### config.mk
export PLATFORM = sky130hd
export DESIGN_NAME = ram_tdp_be
export DESIGN_NICKNAME = d
export VERILOG_FILES = /design/src/rtl/ram_tdp_be.sv
export SDC_FILE = /design/constraint.sdc
export NUM_CORES = 1
export LEC_CHECK = 0
export BUFFER_PORTS_ARGS = -buffer_cell sky130_fd_sc_hd__buf_4
export CORE_ASPECT_RATIO = 2
export CORE_MARGIN = 1.5
export CORE_UTILIZATION = 45
export DETAILED_ROUTE_END_ITERATION = 7
export PLACE_DENSITY_LB_ADDON = 0.08
export SYNTH_ARGS = -nofsm -noshare
export SYNTH_HDL_FRONTEND = slang
export SYNTH_SLANG_ARGS = --single-unit
### constraint.sdc
create_clock -name i_clk -period 2.7 [get_ports i_clk]
set_clock_uncertainty 0.1 [all_clocks]
set_input_delay 0 -clock i_clk [delete_from_list [all_inputs] [get_ports i_clk]]
set_output_delay 0 -clock i_clk [all_outputs]
set_load 0.1 [all_outputs]
### src/rtl/ram_tdp_be.sv
// True dual-port byte-enabled RAM with selectable same-port read-during-write
// behaviour, optional output register, per-port read-valid and collision flag.
module ram_tdp_be #(
    parameter int unsigned BYTE_BIT_WIDTH = 8,
    parameter int unsigned WORD_BYTES     = 4,
    parameter int unsigned DEPTH          = 16,
    parameter int unsigned RDW_MODE       = 0,
    parameter int unsigned USE_OUTPUT_REG = 0,
    localparam int unsigned W             = BYTE_BIT_WIDTH * WORD_BYTES,
    localparam int unsigned AW            = $clog2(DEPTH)
) (
    input  logic                  i_clk,
    input  logic                  i_async_rst,
    input  logic                  i_a_en,
    input  logic                  i_a_we,
    input  logic [AW-1:0]         i_a_addr,
    input  logic [W-1:0]          i_a_data,
    input  logic [WORD_BYTES-1:0] i_a_byte_en,
    output logic [W-1:0]          o_a_data,
    output logic                  o_a_valid,
    input  logic                  i_b_en,
    input  logic                  i_b_we,
    input  logic [AW-1:0]         i_b_addr,
    input  logic [W-1:0]          i_b_data,
    input  logic [WORD_BYTES-1:0] i_b_byte_en,
    output logic [W-1:0]          o_b_data,
    output logic                  o_b_valid,
    output logic                  o_collision
);

    if (BYTE_BIT_WIDTH < 1 || WORD_BYTES < 1) begin : g_bad_width
        $error("ram_tdp_be: BYTE_BIT_WIDTH and WORD_BYTES must be >= 1");
    end
    if (DEPTH < 2 || (DEPTH & (DEPTH - 1)) != 0) begin : g_bad_depth
        $error("ram_tdp_be: DEPTH must be a power of 2 and >= 2");
    end
    if (RDW_MODE > 2) begin : g_bad_rdw
        $error("ram_tdp_be: RDW_MODE must be 0, 1 or 2");
    end
    if (USE_OUTPUT_REG > 1) begin : g_bad_oreg
        $error("ram_tdp_be: USE_OUTPUT_REG must be 0 or 1");
    end

    logic [W-1:0]          mem [DEPTH];

    logic [1:0]            en;
    logic [1:0]            wr;
    logic [AW-1:0]         addr   [2];
    logic [W-1:0]          wdata  [2];
    logic [WORD_BYTES-1:0] be     [2];
    logic [W-1:0]          rd_old [2];

    logic [W-1:0]          s1_d     [2];
    logic [W-1:0]          s1_d_nxt [2];
    logic [1:0]            s1_v;
    logic [1:0]            s1_v_nxt;
    logic                  coll_c;

    function automatic logic [W-1:0] merge_word(input logic [W-1:0]          old_w,
                                                input logic [W-1:0]          new_w,
                                                input logic [WORD_BYTES-1:0] lanes);
        merge_word = old_w;
        for (int k = 0; k < WORD_BYTES; k++) begin
            if (lanes[k]) begin
                merge_word[k*BYTE_BIT_WIDTH +: BYTE_BIT_WIDTH] = new_w[k*BYTE_BIT_WIDTH +: BYTE_BIT_WIDTH];
            end
        end
    endfunction

    // Index 0 is port a, index 1 is port b.
    assign en     = {i_b_en, i_a_en};
    assign wr     = {i_b_en & i_b_we & ~i_async_rst, i_a_en & i_a_we & ~i_async_rst};
    assign addr[0]  = i_a_addr;
    assign addr[1]  = i_b_addr;
    assign wdata[0] = i_a_data;
    assign wdata[1] = i_b_data;
    assign be[0]    = i_a_byte_en;
    assign be[1]    = i_b_byte_en;
    assign rd_old[0] = mem[i_a_addr];
    assign rd_old[1] = mem[i_b_addr];

    // Storage: not reset; port a is applied last so it wins shared lanes.
    always_ff @(posedge i_clk) begin
        for (int k = 0; k < WORD_BYTES; k++) begin
            if (wr[1] && be[1][k]) begin
                mem[addr[1]][k*BYTE_BIT_WIDTH +: BYTE_BIT_WIDTH] <= wdata[1][k*BYTE_BIT_WIDTH +: BYTE_BIT_WIDTH];
            end
            if (wr[0] && be[0][k]) begin
                mem[addr[0]][k*BYTE_BIT_WIDTH +: BYTE_BIT_WIDTH] <= wdata[0][k*BYTE_BIT_WIDTH +: BYTE_BIT_WIDTH];
            end
        end
    end

    // Stage-1 next value per port; cross-port reads naturally see pre-write data.
    always_comb begin
        for (int p = 0; p < 2; p++) begin
            s1_d_nxt[p] = s1_d[p];
            s1_v_nxt[p] = 1'b0;
            if (en[p]) begin
                if (!wr[p]) begin
                    s1_d_nxt[p] = rd_old[p];
                    s1_v_nxt[p] = 1'b1;
                end else if (RDW_MODE == 0) begin
                    s1_d_nxt[p] = merge_word(rd_old[p], wdata[p], be[p]);
                    s1_v_nxt[p] = 1'b1;
                end else if (RDW_MODE == 1) begin
                    s1_d_nxt[p] = rd_old[p];
                    s1_v_nxt[p] = 1'b1;
                end
            end
        end
    end

    assign coll_c = wr[0] & wr[1] & (addr[0] == addr[1]) & (|(be[0] & be[1]));

    always_ff @(posedge i_clk or posedge i_async_rst) begin
        if (i_async_rst) begin
            s1_d[0]     <= '0;
            s1_d[1]     <= '0;
            s1_v        <= '0;
            o_collision <= 1'b0;
        end else begin
            s1_d[0]     <= s1_d_nxt[0];
            s1_d[1]     <= s1_d_nxt[1];
            s1_v        <= s1_v_nxt;
            o_collision <= coll_c;
        end
    end

    if (USE_OUTPUT_REG == 1) begin : g_oreg
        logic [W-1:0] s2_d [2];
        logic [1:0]   s2_v;

        always_ff @(posedge i_clk or posedge i_async_rst) begin
            if (i_async_rst) begin
                s2_d[0] <= '0;
                s2_d[1] <= '0;
                s2_v    <= '0;
            end else begin
                s2_d[0] <= s1_d[0];
                s2_d[1] <= s1_d[1];
                s2_v    <= s1_v;
            end
        end

        assign o_a_data  = s2_d[0];
        assign o_b_data  = s2_d[1];
        assign o_a_valid = s2_v[0];
        assign o_b_valid = s2_v[1];
    end else begin : g_noreg
        assign o_a_data  = s1_d[0];
        assign o_b_data  = s1_d[1];
        assign o_a_valid = s1_v[0];
        assign o_b_valid = s1_v[1];
    end

endmodule
==> out/qor.csv <==
stage,metric,value,unit
run_status,outcome,"complete, no violations",
grt,grt_usage,32.9,%
cts,cts_setup_buffers,0,
cts,cts_tree,done,
worst_setup_path,arrival,2.83,ns
sta,max_freq,413,MHz
logic_synthesis,synth.distinct_cells,55,
worst_setup_path,cp_max_fo,5,
cts,clk_path_buf_depth,3,
placed_design,io_buffers,152,
cts,clkTransAtPathRegs,0.07,ns
logic_synthesis,syn_avg_cell_area,13.9,µm²
finish,fin_nets,2777,
sta,period_minus_slack,2.42,ns
placed_design,dp_cells,3539,
logic_synthesis,synthesis.area,33900,µm²
worst_setup_path,crit_required,3.10,ns
sta,hold_viol_final,0,
logic_synthesis,ys.flop_type,edfxtp_1,
worst_hold_path,min_to,o_b_data[25],
route,first_pass_iters,5,
route,drt_iter0_markers,2211,
sta,fin_crit_sh,89.7,%
die,die_h,391,µm
sta,finalSetupViolations,0,
logic_synthesis,synth_edf_count,512,
sta,rsz0062_at_grt,false,
grt,grt_overflow_total,0,
logic_synthesis,synth_nets,2527,
worst_setup_path,r2r-start,mem[3][15],
worst_setup_path,start_kind,input pin,
finish,register_area,17100,µm²
pwr,power.leakage,14.2,nW
route,routedWlPerCell,34.0,µm
logic_synthesis,yosys_warnings,0,
cts,cts_made_buffers,54,
route,ant_nets,0,
grt,antenna_found_initial,6,
cts,insertion_delay,0.62,ns
sta,setup_tns,0,ns
die,rows,142,
route,drc,0,
finish,drive_above_1_share,39.0,%
finish,multi_input_area,15600,µm²
worst_setup_path,ff2ff_path_depth,5,
cts,cts_hold_buf,104,
finish,mostFrequentLayoutCell,edfxtp_1,
grt,grt_start_max_net_pins,52,
worst_hold_path,hold_class,input pin to register,
worst_setup_path,critPathKind,input pin to register,
route,totalWireLength,127000,µm
worst_setup_path,cp-end-kind,register,
cts,post_cts_resized,0,
grt,grt_pass1_vias,25900,
worst_setup_path,timing.rr.end,o_b_data[15],
sta,slew_headroom,29.0,%
logic_synthesis,ys_seq_area_share,50.3,%
cts,h-tree-depth,2,
pwr,finalPower,22.1,mW
finish,layoutNonFillerInstCount,3745,
worst_hold_path,hold_start,i_b_byte_en[3],
finish,fill_cells,6447,
finish,area_delta_synth_final,15.9,%
route,vias_per_cell,6.55,
worst_hold_path,hold_depth,5,
cts,root_buffer,clkbuf_16,
cts,cts.sinks,579,
grt,grt_pass1_wl,181000,µm
worst_setup_path,r2r_slack,0.46,ns
logic_synthesis,netlist_instances,2441,
die,dieArea,77100,µm²
logic_synthesis,async_flop_share,11.6,%
pwr,peakVddDrop,0.000541,V
pwr,powerDensity,563,nW/µm²
sta,tightest_slew,1.04,ns
route,vias,24500,
die,start_util,45.3,%
sta,finalMaxSlewViolations,0,
job,max_cap_violations,0,
die,core_area,74800,µm²
die,ios,153,
finish,final_cell_mix,"edfxtp_1, mux2_2, mux2i_1",
die,fp.dieW,197,µm
placed_design,gp_congestion,0.892,
logic_synthesis,synth-seq-cells,579,
placed_design,dp_hpwl,86400,µm
## cell type report
type	instances	area share, %
diodes	1	0.00637
clock buffers	74	3.97
clock inverters	27	0.640
inverters	2	0.0255
multi-input cells	1633	39.7
flip-flops and latches	579	43.4
well taps	1008	3.21
repair buffers	421	9.05
## synthesized netlist by cell type (all sizes together) (15+ instances only)
cell type    n  area [µm²]
edfxtp     512       15400
mux2       512        5770
mux2i      352        3520
o22ai      156         976
buf        114         837
clkbuf     113         425
mux4        80        1810
nand3       77         541
nand2       68         348
dfrtp       67        1680
o21ai       63         315
a21oi       59         295
nor3        43         215
o221ai      33         289
a2bb2oi     32         280
nor2        30         243
nor4        16         115
a221oi      15         131
## stage by stage
stage               hold slack [ns]  setup slack, ns  util (%)  cell area (µm²)
floorplan                   -0.0686            0.595         -            33900
global placement             0.0576            0.174      48.7            36400
detailed placement           0.0583            0.154      48.7            36400
CTS                        0.000936            0.392      52.5            39300
global route                 0.0459            0.188      52.5            39300
finish                       0.0369            0.277      52.5            39300
## flip-flops by register name, indices dropped and copies added, names as in the netlist
name         flops
mem            512
o_a_data        32
o_b_data        32
s1_v             2
o_collision      1
## cell families (layout without fill, tap and decap cells)
kind of cell	count (synthesis)	in the layout	synth area share, %
compound gates	406	406	7.90
xor+xnor	4	4	0.103
buf+inv	229	524	3.75
flops	579	579	50.3
mux	944	944	32.7
other cells	0	1	0
simple gates	279	279	5.24
## worst max-delay path by stage
stage           startpoint      endpoint  slack (ns)  cells past startpoint
6_report            i_b_we  o_b_data[15]        0.28                      8
3_5_place_dp   i_a_addr[2]     mem[4][2]        0.15                      7
4_1_cts             i_b_we  o_b_data[15]        0.39                      8
2_1_floorplan  i_b_addr[1]    mem[12][0]        0.60                      7
5_1_grt             i_b_en  o_b_data[16]        0.19                      8
3_3_place_gp   i_a_addr[2]     mem[4][4]        0.17                      7
## power by group
part           switching [mW]  internal (mW)
registers               0.160           9.94
clock network            3.65           4.43
logic                    2.60           1.32
total                    6.42           15.7
## per-layer routing
| metal | part of all wire (%) | up-vias | wire length, µm | global-route usage (%) |
|---|---|---|---|---|
| met4 | 7.2 | 8 | 9090 | 21.2 |
| li1 | - | 10300 | - | - |
| met2 | 51 | 1279 | 65100 | 58.6 |
| met3 | 6.6 | 455 | 8420 | 4.72 |
| met1 | 35 | 12500 | 44500 | 36.6 |
| met5 | 0.036 | - | 46 | 0 |
## worst max-delay path, cell delays in order
cell           delay (ns)
dlygate4sd3_1        0.53
buf_4                0.16
nor2b_1              0.19
buf_4                0.17
and3_1               0.34
nor4_1               0.68
a21oi_1              0.16
dlygate4sd3_1        0.59
No activity file was read; power rests on OpenSTA's default activity.
